### config.mk
export PLATFORM = sky130hd
export DESIGN_NAME = tt_um_c13_seq_divider
export DESIGN_NICKNAME = d
export VERILOG_FILES = /design/src/rtl/c13_div_pkg.sv /design/src/rtl/c13_div_step.sv /design/src/rtl/tt_um_c13_seq_divider.sv
export SDC_FILE = /design/constraint.sdc
export NUM_CORES = 1
export LEC_CHECK = 0
export BUFFER_PORTS_ARGS = -buffer_cell sky130_fd_sc_hd__buf_2
export CORE_MARGIN = 2
export CORE_UTILIZATION = 35
export CTS_CLUSTER_DIAMETER = 150
export CTS_CLUSTER_SIZE = 24
export DETAILED_ROUTE_END_ITERATION = 7
export PLACE_DENSITY = 0.65
export SETUP_SLACK_MARGIN = 0.5
export SLEW_MARGIN = 5
export SYNTH_ARGS = -nofsm -noshare
export SYNTH_HDL_FRONTEND = slang
export SYNTH_SLANG_ARGS = --single-unit
export TNS_END_PERCENT = 100
### constraint.sdc
create_clock -name clk -period 2.3 [get_ports clk]
set_clock_uncertainty 0.15 [all_clocks]
set_input_delay 0.345 -clock clk [delete_from_list [all_inputs] [get_ports clk]]
set_output_delay 0.345 -clock clk [all_outputs]
set_load 0.01 [all_outputs]
### src/rtl/c13_div_pkg.sv
// Shared definitions for the sequential restoring divider tile.
// Holds the FSM state type, the operand widths, the divide-by-zero result
// codes and the bit positions of the control/status pins on uio_*.
`timescale 1ns/1ps
package c13_div_pkg;

    localparam int N_BITS = 8;              // dividend / quotient width
    localparam int D_BITS = 4;              // divisor / remainder width
    localparam int CNT_W  = $clog2(N_BITS); // iteration counter width

    localparam logic [N_BITS-1:0] DBZ_QUOT = 8'hFF;
    localparam logic [D_BITS-1:0] DBZ_REM  = 4'hF;

    // Pin positions on the bidirectional bus
    localparam int START_BIT = 4;
    localparam int RSEL_BIT  = 5;
    localparam int BUSY_BIT  = 6;
    localparam int DONE_BIT  = 7;

    // busy and done are the only driven bidirectional pins
    localparam logic [7:0] UIO_OE_VAL = 8'b1100_0000;

    typedef enum logic [1:0] {
        IDLE = 2'd0,
        RUN  = 2'd1,
        DONE = 2'd2
    } state_t;

endpackage

### src/rtl/c13_div_step.sv
// One combinational restoring-division step.
// Ports:
//   acc      in  partial remainder from the previous step
//   dq_msb   in  next dividend bit shifted into the partial remainder
//   dv       in  divisor
//   acc_next out partial remainder after the trial subtraction
//   q_bit    out quotient bit produced by this step
`timescale 1ns/1ps
module c13_div_step
    import c13_div_pkg::*;
(
    input  logic [D_BITS:0]   acc,
    input  logic              dq_msb,
    input  logic [D_BITS-1:0] dv,
    output logic [D_BITS:0]   acc_next,
    output logic              q_bit
);

    // Shifted partial remainder. acc stays below dv, so its top bit is
    // always 0; keeping it in the compare makes the step exact regardless.
    logic [D_BITS+1:0] t;

    always_comb begin
        t        = {acc, dq_msb};
        acc_next = t[D_BITS:0];
        q_bit    = 1'b0;
        if (t >= {2'b00, dv}) begin
            acc_next = t[D_BITS:0] - {1'b0, dv};
            q_bit    = 1'b1;
        end
    end

endmodule

### src/rtl/tt_um_c13_seq_divider.sv
// Tiny Tapeout tile: 8-bit by 4-bit sequential restoring divider.
// A start pulse latches the operands; the quotient and remainder appear
// after 8 iterations. Division by zero completes immediately with
// quotient FF, remainder F and the dbz flag set.
// Ports:
//   clk, rst_n  clock and synchronous active-low reset
//   ena         tile enable; when low every register holds
//   ui_in       dividend
//   uio_in      [3:0] divisor, [4] start, [5] rsel, [7:6] ignored
//   uo_out      rsel=0: quotient, rsel=1: {dbz, 3'b000, remainder}
//   uio_out     [6] busy, [7] done, others 0
//   uio_oe      constant 8'b1100_0000
`timescale 1ns/1ps
module tt_um_c13_seq_divider
    import c13_div_pkg::*;
(
    input  logic       clk,
    input  logic       rst_n,
    input  logic       ena,
    input  logic [7:0] ui_in,
    input  logic [7:0] uio_in,
    output logic [7:0] uo_out,
    output logic [7:0] uio_out,
    output logic [7:0] uio_oe
);

    state_t state, state_next;

    logic [N_BITS-1:0] dq;     // dividend shifting out, quotient shifting in
    logic [D_BITS-1:0] dv;
    logic [D_BITS:0]   acc;
    logic [CNT_W-1:0]  count;
    logic [N_BITS-1:0] quot;
    logic [D_BITS-1:0] rem;
    logic              dbz;

    logic              start;
    logic              rsel;
    logic [D_BITS-1:0] div_in;
    logic              busy;
    logic              done;
    logic              last_iter;
    logic [D_BITS:0]   acc_next;
    logic              q_bit;
    logic              unused;

    assign start     = uio_in[START_BIT];
    assign rsel      = uio_in[RSEL_BIT];
    assign div_in    = uio_in[D_BITS-1:0];
    assign unused    = &{uio_in[7:6], 1'b0};
    assign busy      = (state == RUN);
    assign done      = (state == DONE);
    assign last_iter = (count == CNT_W'(N_BITS - 1));

    c13_div_step u_step (
        .acc      (acc),
        .dq_msb   (dq[N_BITS-1]),
        .dv       (dv),
        .acc_next (acc_next),
        .q_bit    (q_bit)
    );

    // State register
    always_ff @(posedge clk) begin
        if (!rst_n) begin
            state <= IDLE;
        end else begin
            state <= state_next;
        end
    end

    // Next-state logic; start is only honoured outside RUN
    always_comb begin
        state_next = state;
        if (ena) begin
            case (state)
                IDLE, DONE: begin
                    if (start) begin
                        state_next = (div_in == '0) ? DONE : RUN;
                    end
                end
                RUN: begin
                    if (last_iter) begin
                        state_next = DONE;
                    end
                end
                default: state_next = IDLE;
            endcase
        end
    end

    // Datapath registers
    always_ff @(posedge clk) begin
        if (!rst_n) begin
            dq    <= '0;
            dv    <= '0;
            acc   <= '0;
            count <= '0;
            quot  <= '0;
            rem   <= '0;
            dbz   <= 1'b0;
        end else if (ena) begin
            case (state)
                IDLE, DONE: begin
                    if (start) begin
                        dq    <= ui_in;
                        dv    <= div_in;
                        acc   <= '0;
                        count <= '0;
                        if (div_in == '0) begin
                            quot <= DBZ_QUOT;
                            rem  <= DBZ_REM;
                            dbz  <= 1'b1;
                        end else begin
                            quot <= '0;
                            rem  <= '0;
                            dbz  <= 1'b0;
                        end
                    end
                end
                RUN: begin
                    dq    <= {dq[N_BITS-2:0], q_bit};
                    acc   <= acc_next;
                    count <= count + CNT_W'(1);
                    if (last_iter) begin
                        quot <= {dq[N_BITS-2:0], q_bit};
                        rem  <= acc_next[D_BITS-1:0];
                    end
                end
                default: ;
            endcase
        end
    end

    // Result view select is purely combinational over registered values
    always_comb begin
        uo_out = quot;
        if (rsel) begin
            uo_out = {dbz, 3'b000, rem};
        end
    end

    always_comb begin
        uio_out           = '0;
        uio_out[BUSY_BIT] = busy;
        uio_out[DONE_BIT] = done;
    end

    assign uio_oe = UIO_OE_VAL;

endmodule

Yosys cells after proc, flatten, opt, wreduce, memory -nomap -nowiden
Cells that the tools add are included.

Flip-flop bits (word level): 35. Bits of input ports: 19. Output and inout bits: 24.

Add/subtract/negate cells: 2. Order comparisons: 1. Equality and inequality tests: 5. Mux-type cells: 22. Reduce and logical (&&, ||, !) cells: 8.

Operators with widths (number): $mux 8 (5); $pmux 8 s2 (2); $mux 4 (3); $mux 5 (2); $pmux 5 s2 (1); $reduce_and 3->1 (3); $pmux 4 s2 (1); $ge 6x4->1 (1); $mux 2 (3); $pmux 3 s2 (1); $sub 5x4->5 (1); $logic_not 4->1 (1); $pmux 2 s2 (1); $reduce_and 4->1 (1); $add 3x1->3 const B (1); $eq 3x3->1 const B (1); $mux 3 (1); $eq 2x1->1 const B (1); $eq 2x2->1 const B (1); $logic_not 2->1 (1); $mux 1 (2); $ne 2x1->1 const B (1); $ne 2x2->1 const B (1); $reduce_bool 2->1 (1); $reduce_or 2->1 (1).

Logic depth before layout (Yosys ltp)
Word-level depth: 4. Mapped depth: 9.

Cells and area by module
A second synthesis with hierarchy kept.

Cell total of the unflattened synthesis: 209. Area total of the unflattened synthesis: 1923.1 um^2.

By module, submodules not included: tt_um_c13_seq_divider (instances 1, cells an instance 180, area each 1689.1 um^2); c13_div_step (instances 1, cells an instance 29, area each 234.0 um^2).

Worst setup path before layout
No wires, ideal clock.

Path kind: reg-to-reg. Start: register dq[7]. End: register rem[2]. Library setup time: 0.116 ns. Arrival time: 1.978 ns. Data required time: 2.034 ns. Setup slack: 0.056 ns. Cell stages (with the launch flop): 10. Path buffers: 0. Clock period less this slack: 2.244 ns. Cell sequence: dfxtp_1 -> inv_1 -> ha_1 -> inv_1 -> fa_1 -> a21o_2 -> a211o_4 -> mux2_4 -> a21oi_2 -> nor2_1.

Word-level cells in the longest chain between the ends: 4. Elaborated cells between the ends (all ways): 5. Those cells by class: add/sub (1); order compare (1); mux (3).

RTL lines: start: declaration (line tt_um_c13_seq_divider.sv:29) `logic [N_BITS-1:0] dq;`; start signal: assignment (line tt_um_c13_seq_divider.sv:106) `dq <= ui_in;`; start signal: assignment (line tt_um_c13_seq_divider.sv:122) `dq <= {dq[N_BITS-2:0], q_bit};`; $sub 5x4->5 or $ge 6x4->1 (tied branches) (line c13_div_step.sv:28, c13_div_step.sv:27); $mux 5 (*) (line c13_div_step.sv:27) `if (t >= {2'b00, dv}) begin`; $mux 4 (*) (line tt_um_c13_seq_divider.sv:125) `if (last_iter) begin`; $pmux 4 s2 (*) (line tt_um_c13_seq_divider.sv:103) `case (state)`; end signal: assignment (line tt_um_c13_seq_divider.sv:127) `rem <= acc_next[D_BITS-1:0];`; end: declaration (line tt_um_c13_seq_divider.sv:34) `logic [D_BITS-1:0] rem;`.

Mark *: on every way between the ends. The rest lies on a longest branch, timed or not. The select of a mux whose other input is x is not followed. A chain may end at the register's enable or synchronous reset.

Final worst setup path
Start: register dq[7]. End: register acc[2].

Word-level cells in the longest chain between the ends: 3. Elaborated cells between the ends (all ways): 4. Those cells by class: add/sub (1); order compare (1); mux (2).

RTL lines: $sub 5x4->5 or $ge 6x4->1 (tied branches) (line c13_div_step.sv:28, c13_div_step.sv:27); $mux 5 (*) (line c13_div_step.sv:27); $pmux 5 s2 (*) (line tt_um_c13_seq_divider.sv:103); end signal: assignment (line tt_um_c13_seq_divider.sv:123) `acc <= acc_next;`; end: declaration (line tt_um_c13_seq_divider.sv:31) `logic [D_BITS:0] acc;`.

Mark *: on every way between the ends. The rest lies on a longest branch, timed or not.

==> impl_metrics.tcl <==
set metrics [dict create \
    r2r_setup_slack_ps 70 \
    number_of_clock_buffers_inserted_by_tritoncts 5 \
    yosys.area.top_type_share_pct 35.7 \
    core-area_um2 5470 \
    detail_route.iter0.violations 96 \
    dpl-instance-area_um2 2070 \
    multi_input_comb_area_um2 1150 \
    half_perimeter_wire_length_of_the_detailed_placement_result_um 2790 \
    worst_r2r_startpoint "dq[7]$_SDFFE_PN0P_" \
    num-fill-cells 568 \
    power_leakage_nw 1.11 \
    max_cap_viol_count 0 \
    grt.met1_usage_pct 17.5 \
    outcome "complete, no violations" \
    post_synth_instance_area_um2 1960 \
    worst_ep_arrival_time_ps 2270 \
    worst_min_path_start "uio_in[2]" \
    drtAntennaViolNets 0 \
    tritoncts "built" \
    maxClockFrequency_mhz 449 \
    grtUsageMet3_pct 3.52 \
    timing.critical_path.to_type "register" \
    power.density_nw_per_um2 699 \
    p_int_mw 1.21 \
    ys_warn_count 0 \
    number_of_antenna_cells_inserted 0 \
    setup.worst_path.start_class "register" \
    yosys-top-cells-area "dfxtp_1, nand2_1, o211a_1, buf_4, ha_1" \
    combinational_share_of_power_pct 18.2 \
    fin_worst_hold_slack_ps 159 \
    setup_slack_ps 74.2 \
    layout.cells.most_common "nand2_1" \
    num_rows 27 \
    max-slew-margin-rel_pct 60.4 \
    port-buffer-count 26 \
    max-vdd-ir-drop_uv 364 \
    period_share_pct 96.8 \
    average_routed_wire_per_standard_cell_um 12.6 \
    unrepaired_setup_endpoints_after_global_routing "true" \
    crit_type "register to register" \
    hold_path.class "input port to register" \
    finalInstanceArea_um2 2320 \
    cts.clk_slew.worst_paths_ps 80 \
    layout.core_utilization_pct 42.5 \
    timing.reg2reg.worst_path_depth 9 \
    worst_setup_slack_before_clock_tree_synthesis_ps 56.5 \
    power.share.sequential_pct 40.5 \
    routabilityCongestion 0.800 \
    initial_core_util_pct 35.9 \
    dieHeight_um 78.9 \
    min_path_cells 3 \
    globalRoute.totalOverflow 0 \
    final_max_slew_viol_count 0 \
    die_w_um 78.9 \
    finalPower_mw 1.62 \
    final_count_of_hold_timing_violations 0 \
    net_switching_component_of_the_power_mw 0.414 \
    gr-max-usage-layer "met2" \
    via_density_per_instance 4.95 \
    drcViolationCount 0 \
    pwr-share-clk_pct 41.3 \
    detailedRoute.firstPassIterationCount 4 \
    clock_sink_count 35 \
    ctsLongestPathBuffers 2 \
    synth-seq-cells 35 \
    global_route.usage.met2_pct 21.8 \
    main_synth_ff_type "dfxtp_1" \
    cp_data_required_time_ps 2340 \
    via_count_of_the_first_global_routing_pass 1412 \
    count_of_cell_types_in_the_netlist 49 \
    grt_max_degree 38 \
    finalSetupViolCount 0 \
    worst-slew-pin-transition_ps 594 \
    grt_usage_pct 13.6 \
    netlist.top_cell.by_area "dfxtp_1" \
    synth_area_per_cell_um2 8.93 \
    final_layout_size_suffix_gt1_share_pct 30.5 \
    finalNetCount 274 \
    period_needed_ps 2230 \
    cell_at_the_root_of_the_clock_tree "clkbuf_8" \
    clock_tree.htree_level_count 2 \
    commonest_cells_after_routing_fill_and_taps_aside "nand2_1, dfxtp_1, buf_2" \
    path_max_fanout 5 \
    endpoint_with_the_worst_hold_slack "dv[2]$_SDFFE_PN0P_" \
    grt_first_pass_wirelength_um 6620 \
    r2r_end "acc[2]$_SDFFE_PN0P_" \
    seq_area_um2 703 \
    clock_latency_reported_for_the_late_side_of_the_worst_skew_pair_ps 290 \
    ys_async_sr_fraction_pct 0 \
    yosysSeqAreaShare_pct 35.7 \
    netlist_instances 220 \
    power.switching_fraction_pct 25.5 \
    layout-area-overhead-vs-synth_pct 18.3 \
    wl_um 4030 \
    num_vias 1588 \
    fp.dieArea_um2 6230 \
    grt_antenna_before_repair 0 \
    top_level_ports 43 \
    synth_edf_count 0 \
]
-- cells in the mapped netlist (4+ instances only) --
cell type / number
mux2_2: 5
a21oi_1: 4
o21ai_0: 8
buf_4: 17
nand2_1: 36
a21boi_0: 6
nand3_1: 14
dfxtp_1: 35
clkbuf_1: 6
nor2b_1: 11
o211a_1: 13
inv_1: 6
a22oi_1: 4
ha_1: 6
-- power by group through the flow --
stage | registers, mW | clock network (mW) | logic [mW]
after floorplan | 0.667 | 0 | 0.221
after global placement | 0.671 | 0 | 0.250
after detailed placement | 0.672 | 0 | 0.252
after CTS | 0.658 | 0.682 | 0.277
after global routing | 0.663 | 0.714 | 0.328
final | 0.658 | 0.670 | 0.295
-- state kept, by name, summed over array words and instances, names as in the netlist --
| signal | flops |
|---|---|
| count | 3 |
| quot | 8 |
| rem | 4 |
| state | 2 |
| dv | 4 |
| dq | 8 |
| dbz | 1 |
| acc | 5 |
-- how the worst max path moves through the flow --
| stage | from | endpoint | cells past startpoint |
|---|---|---|---|
| after detailed placement | dq[7]$_SDFFE_PN0P_ | rem[2]$_SDFFE_PN0P_ | 9 |
| after global placement | dq[7]$_SDFFE_PN0P_ | rem[2]$_SDFFE_PN0P_ | 9 |
| final | dq[7]$_SDFFE_PN0P_ | acc[2]$_SDFFE_PN0P_ | 9 |
| after CTS | dq[7]$_SDFFE_PN0P_ | rem[2]$_SDFFE_PN0P_ | 9 |
| after global routing | dq[7]$_SDFFE_PN0P_ | rem[2]$_SDFFE_PN0P_ | 9 |
| after floorplan | dq[7]$_SDFFE_PN0P_ | rem[2]$_SDFFE_PN0P_ | 9 |
-- kinds of logic after synthesis --
family | share of synthesized area, %
XOR/XNOR | 0.892
adder cells (fa/ha/maj) | 4.84
AND/OR/NAND/NOR | 19.7
buffers and inverters | 11.8
multiplexers | 5.16
other | 0.382
AO/OA/AOI/OAI | 21.5
flip-flops | 35.7
-- routing by layer --
metal / share of wire (%) / wire [um]
met1: 45 / 1830
met2: 48 / 1950
met3: 4.3 / 174
met4: 1.8 / 71
met5: 0 / 0
-- metrics by stage --
step,cells,TNS (ps)
floorplan,232,0
global placement,306,0
detailed placement,306,0
CTS,317,0
global route,321,-30.0
finish,321,0
-- final cells by class --
cell class / count / area share, %
Clock buffer: 5 / 2.96
Tap cell: 72 / 3.88
Multi-Input combinational cell: 162 / 49.4
Sequential cell: 35 / 30.3
Clock inverter: 3 / 2.91
Timing Repair Buffer: 37 / 9.32
Inverter: 7 / 1.24
-- critical path, stage by stage, from the launching register on --
cell and delay [ps]:
dfxtp_1 310, inv_2 70, ha_4 130, inv_2 30
fa_2 350, a21o_4 220, a211o_4 370, mux2_4 320
a22oi_2 110, nor2b_1 60
-- timing repair --
| action | in CTS | in global routing |
|---|---|---|
| setup endpoints to repair | 12 | 21 |
| setup buffers | 3 | 4 |
| gates resized for setup | 9 | 11 |
| pin swaps | 3 | 2 |
| hold buffers | 0 | 0 |
Power figures use the tool's default switching activity.
